===== config.mk =====
export PLATFORM = sky130hd
export DESIGN_NAME = roll_controller
export DESIGN_NICKNAME = d
export VERILOG_FILES = /design/src/rtl/roll_ctrl_pkg.sv /design/src/rtl/roll_frame_timer.sv /design/src/rtl/roll_controller.sv
export SDC_FILE = /design/constraint.sdc
export NUM_CORES = 1
export LEC_CHECK = 0
export BUFFER_PORTS_ARGS = -buffer_cell sky130_fd_sc_hd__buf_2
export CAP_MARGIN = 20
export CORE_MARGIN = 5
export CORE_UTILIZATION = 30
export CTS_CLUSTER_DIAMETER = 120
export DETAILED_ROUTE_END_ITERATION = 8
export MAX_ROUTING_LAYER = met4
export PLACE_DENSITY = 0.56
export SYNTH_ARGS = -nofsm -noshare
export SYNTH_HDL_FRONTEND = slang
export SYNTH_SLANG_ARGS = --single-unit
export TNS_END_PERCENT = 1

===== constraint.sdc =====
create_clock -name clk -period 2.7 [get_ports clk]
set_clock_uncertainty 0.2 [all_clocks]
set_input_delay 0.54 -clock clk [delete_from_list [all_inputs] [get_ports clk]]
set_output_delay 0.54 -clock clk [all_outputs]
set_load 0.05 [all_outputs]

===== src/rtl/roll_ctrl_pkg.sv =====
// Shared types and constants for the roll-button dice animation sequencer.
package roll_ctrl_pkg;

   localparam int unsigned TimerW = 32;

   typedef enum logic [1:0] {
      StIdle,
      StSpin,
      StLock
   } roll_state_e;

endpackage


===== src/rtl/roll_frame_timer.sv =====
// Frame timer for the dice spin: counts cycles per frame, decelerating when
// ROLL_CTRL_DECEL_EN is defined, and flags the final frame of a roll.
module roll_frame_timer #(
   parameter int unsigned FRAME_CYCLES = 5_000_000,
   parameter int unsigned SPIN_FRAMES  = 20,
   parameter int unsigned DECEL_STEP   = 1_000_000
) (
   input  logic clk,
   input  logic rst,
   input  logic start,
   input  logic run,
   output logic frame_tick,
   output logic last_frame
);
   import roll_ctrl_pkg::*;

   localparam int unsigned FrameW = $clog2(SPIN_FRAMES + 1);

`ifdef ROLL_CTRL_DECEL_EN
   localparam longint unsigned MaxPeriod =
      64'(FRAME_CYCLES) + 64'(SPIN_FRAMES - 1) * 64'(DECEL_STEP);
`else
   localparam longint unsigned MaxPeriod = 64'(FRAME_CYCLES);
   logic unused_decel;
   assign unused_decel = ^DECEL_STEP;
`endif

   if (MaxPeriod >= 64'h1_0000_0000 || FRAME_CYCLES < 2 || SPIN_FRAMES < 1) begin : g_bad_cfg
      $error("roll_frame_timer: invalid FRAME_CYCLES/SPIN_FRAMES/DECEL_STEP");
   end

   logic [TimerW-1:0] timer;
   logic [TimerW-1:0] period;
   logic [FrameW-1:0] frame;

   assign frame_tick = run && (timer == period - TimerW'(1));
   assign last_frame = (frame == FrameW'(SPIN_FRAMES - 1));

   always_ff @(posedge clk) begin
      if (rst) begin
         timer  <= '0;
         period <= TimerW'(FRAME_CYCLES);
         frame  <= '0;
      end else if (start) begin
         timer  <= '0;
         period <= TimerW'(FRAME_CYCLES);
         frame  <= '0;
      end else if (frame_tick) begin
         timer <= '0;
         frame <= frame + FrameW'(1);
`ifdef ROLL_CTRL_DECEL_EN
         period <= period + TimerW'(DECEL_STEP);
`endif
      end else if (run) begin
         timer <= timer + TimerW'(1);
      end
   end

endmodule


===== src/rtl/roll_controller.sv =====
// Roll-button sequencer: seeds the RNG once, animates four dice digits at a
// frame rate set by roll_frame_timer (decelerating under ROLL_CTRL_DECEL_EN).
module roll_controller #(
   parameter int unsigned FRAME_CYCLES = 5_000_000,
   parameter int unsigned SPIN_FRAMES  = 20,
   parameter int unsigned DECEL_STEP   = 1_000_000
) (
   input  logic       clk,
   input  logic       rst,
   input  logic       btn_roll,
   input  logic [3:0] hold,
   input  logic [3:0] rng_d0,
   input  logic [3:0] rng_d1,
   input  logic [3:0] rng_d2,
   input  logic [3:0] rng_d3,
   output logic       seed_en,
   output logic [3:0] digit0,
   output logic [3:0] digit1,
   output logic [3:0] digit2,
   output logic [3:0] digit3,
   output logic       rolling,
   output logic       done
);
   import roll_ctrl_pkg::*;

   roll_state_e state;
   logic        prev_btn;
   logic        seeded;
   logic        roll_edge;
   logic        start;
   logic        run;
   logic        frame_tick;
   logic        last_frame;

   assign roll_edge = btn_roll & ~prev_btn;
   assign start     = (state == StIdle) && roll_edge;
   assign run       = (state == StSpin);

   roll_frame_timer #(
      .FRAME_CYCLES (FRAME_CYCLES),
      .SPIN_FRAMES  (SPIN_FRAMES),
      .DECEL_STEP   (DECEL_STEP)
   ) u_frame_timer (
      .clk        (clk),
      .rst        (rst),
      .start      (start),
      .run        (run),
      .frame_tick (frame_tick),
      .last_frame (last_frame)
   );

   always_ff @(posedge clk) begin
      if (rst) begin
         state    <= StIdle;
         prev_btn <= 1'b0;
         seeded   <= 1'b0;
         seed_en  <= 1'b0;
         rolling  <= 1'b0;
         done     <= 1'b0;
         digit0   <= '0;
         digit1   <= '0;
         digit2   <= '0;
         digit3   <= '0;
      end else begin
         // Edge history runs in every state so a held button never retriggers.
         prev_btn <= btn_roll;
         seed_en  <= 1'b0;
         done     <= 1'b0;
         unique case (state)
            StIdle: begin
               if (roll_edge) begin
                  state   <= StSpin;
                  rolling <= 1'b1;
                  if (!seeded) begin
                     seeded  <= 1'b1;
                     seed_en <= 1'b1;
                  end
               end
            end
            StSpin: begin
               if (frame_tick) begin
                  if (!hold[0]) digit0 <= rng_d0;
                  if (!hold[1]) digit1 <= rng_d1;
                  if (!hold[2]) digit2 <= rng_d2;
                  if (!hold[3]) digit3 <= rng_d3;
                  if (last_frame) begin
                     state   <= StLock;
                     rolling <= 1'b0;
                     done    <= 1'b1;
                  end
               end
            end
            StLock: begin
               state <= StIdle;
            end
            default: begin
               state   <= StIdle;
               rolling <= 1'b0;
            end
         endcase
      end
   end

endmodule

==> summary.md <==
| Metric | Value |
|---|---|
| Chip Height | 110 microns |
| Routed WL per cell | 15.2 microns |
| Port Buffer Count | 41 |
| HPWL Detailed | 5.37 mm |
| Worst hold path type | flip-flop to flip-flop |
| P&R area growth vs syn | 17.0% |
| PD cells | 491 nW/um^2 |
| Area post-placement | 3300 sq um |
| Leakage power figure | 1.09 nW |
| Unrepaired setup endpoints after global routing | no |
| Die ar. | 12000 sq um |
| Sequential-to-total area share from yosys stat | 0.404 |
| Fin crit share | 0.944 |
| 1st-pass router iterations | 4 |
| Setup TNS | 0 ns |
| Fmax | 0.392 GHz |
| Outcome | finished, final reports clean |
| Row count | 36 |
| Min Tclk post-route | 2.55 ns |
| CP required | 2.76 ns |
| Layout Nets | 395 |
| CTS clk-pin slew, worst paths | 0.07 ns |
| H-tree depth | 3 |
| Synthesized flop and latch total | 60 |
| Worst-Margin Slew | 0.679 ns |
| Setup CP Type | flip-flop to flip-flop |
| Global Route Usage Sum | 0.135 |
| Grt ovf | 0 |
| Cells after Synth | 333 |
| CP arrival | 2.61 ns |
| RePlAce Congestion | 0.821 |
| Core area | 9730 sq um |
| Crit-path max FO | 22 |
| Synth unique cells | 37 |
| 1st-iter DRT viols | 134 |
| Fin. Hold Viols | 0 |
| Avg Cell Area, Syn | 8.93 sq um |
| Die width | 110 microns |
| Max_cap viols | 0 |
| # DRC | 0 |
| Cell Area, Synth | 2970 sq um |
| # IOs | 42 |
| Routed wire length | 7.71 mm |
| Startpoint types | flip-flop |
| Final setup vio count | 0 |
| Vias | 2773 |
| ANT nets after route | 0 |
| Antenna cells | 0 |
| Bufs on Longest Clock Path | 2 |
| Postcts setup bufs | 0 |
| Max-slew headroom | 0.547 |
| Post-layout instance count excluding filler cells | 507 |
| Post-synth net total | 358 |
| Post_cts resized | 0 |
| Most common cell after layout, fill and taps aside | dfxtp_1 |
| Vias in the first global route | 2561 |
| Clock buffer count from CTS | 9 |
| Clk Latency, worst-skew pair | 0.34 ns |
| Root Driver | clkbuf_8 |
| Post-CTS Hold Buffers | 0 |
| Placed insts | 492 |
| Initial Util | 0.306 |
| TritonCTS clock tree | built |
| Clock Sinks | 60 |
| Pin count of the biggest net entering global routing | 33 |
| First-pass GRT wire length | 12.4 mm |
| Worst setup EP type | flip-flop |
| Initial antenna violation count | 0 |
| VDD IR max | 176 uV |
| Via density | 5.47 |
| Final max-slew violation count | 0 |
| Yosys warns | 0 |
| Finished Cell Area | 3480 sq um |
| Fraction of layout cells with a size suffix above 1 | 0.193 |
| Most frequent cells in the layout | dfxtp_1 (60), buf_2 (41), o31ai_1 (32) |
[cell usage after synthesis, drive strengths merged]
cell type | number | area, sq um
xor2 | 7 | 61.3
nor2b | 2 | 12.5
or3 | 10 | 62.6
nor4 | 13 | 103
nand4b | 1 | 8.76
o31ai | 32 | 240
and4b | 1 | 10.0
a21oi | 16 | 80.1
xnor2 | 4 | 35.0
or2 | 1 | 6.26
o21ai | 5 | 25.0
dfxtp | 60 | 1200
nor2 | 6 | 22.5
nand3b | 1 | 7.51
nand3 | 13 | 65.1
nand2 | 17 | 63.8
nor3b | 3 | 22.5
and4 | 6 | 52.6
nand4 | 28 | 175
mux2i | 6 | 60.1
or4 | 23 | 180
nand2b | 3 | 18.8
inv | 4 | 15.0
ha | 2 | 25.0
a211oi | 20 | 150
or4b | 2 | 23.8
nor3 | 15 | 75.1
and3 | 2 | 12.5
a2111oi | 1 | 8.76
clkbuf | 21 | 78.8
buf | 5 | 43.8
nor4b | 3 | 26.3
[path summary, 6_finish.rpt]
| check | start | endpoint | slack [ns] | depth (start not counted) |
|---|---|---|---|---|
| worst min-delay path | seeded$_SDFFE_PP0P_ | seed_en$_SDFF_PP0_ | 0.23 | 1 |
| worst max register to register | u_frame_timer.timer[13]$_SDFFE_PP0N_ | done$_SDFF_PP0_ | 0.15 | 5 |
| worst max-delay path | u_frame_timer.timer[13]$_SDFFE_PP0N_ | done$_SDFF_PP0_ | 0.15 | 5 |
| worst min register to register | seeded$_SDFFE_PP0P_ | seed_en$_SDFF_PP0_ | 0.23 | 1 |
[registers in the layout (all words and copies together) (netlist names)]
| signal | count |
|---|---|
| u_frame_timer.frame | 5 |
| prev_btn | 1 |
| digit1 | 4 |
| digit3 | 4 |
| rolling | 1 |
| digit0 | 4 |
| state | 2 |
| u_frame_timer.timer | 32 |
| seed_en | 1 |
| seeded | 1 |
| digit2 | 4 |
| done | 1 |
[critical path, cell delays in order, from the launching register on]
cell	delay, ns
dfxtp_1	0.37
or4_4	0.55
or4_4	0.63
nor4_4	0.18
buf_4	0.32
nor3b_1	0.20
[power by group]
part	internal, W	switching (W)
sequential	0.000893	0.00000550
combinational	0.0000334	0.0000583
clock	0.000376	0.000341
total	0.00130	0.000405
[metal layers]
metal	up-vias	track usage	wire length (microns)
met5	-	-	0
met4	0	0.0516	113
met3	10	0.0382	384
met2	62	0.210	3480
met1	1302	0.166	3730
li1	1399	-	-
[cell type report]
| cell class | instances | area, sq um |
|---|---|---|
| Fill cell | 1020 | 6250 |
| Multi-Input combinational cell | 243 | 1640 |
| Sequential cell | 60 | 1200 |
| Timing Repair Buffer | 52 | 288 |
| Tap cell | 133 | 166 |
| Clock buffer | 13 | 159 |
| Inverter | 4 | 15.0 |
| Clock inverter | 2 | 10.0 |
[through the flow]
stage          setup slack, ns  total power [W]  utilization  hold WS, ns
5_1_grt                0.00389          0.00177        0.358        0.231
3_5_place_dp             0.163          0.00101        0.340        0.209
2_1_floorplan            0.288         0.000973            -        0.199
4_1_cts                  0.138          0.00173        0.357        0.220
3_3_place_gp             0.221          0.00101        0.340        0.205
6_report                 0.152          0.00171        0.358        0.229
[logic make-up after synthesis]
kind of cell / Yosys count / synth area share
DFF: 60 / 0.404
AOI/OAI and AO/OA: 74 / 0.170
buffers and inverters: 30 / 0.0463
muxes: 6 / 0.0202
and+or+nand+nor: 150 / 0.319
adders and majority gates: 2 / 0.00842
xor gates and xnor gates: 11 / 0.0324
(Power assumes the default switching activity.)
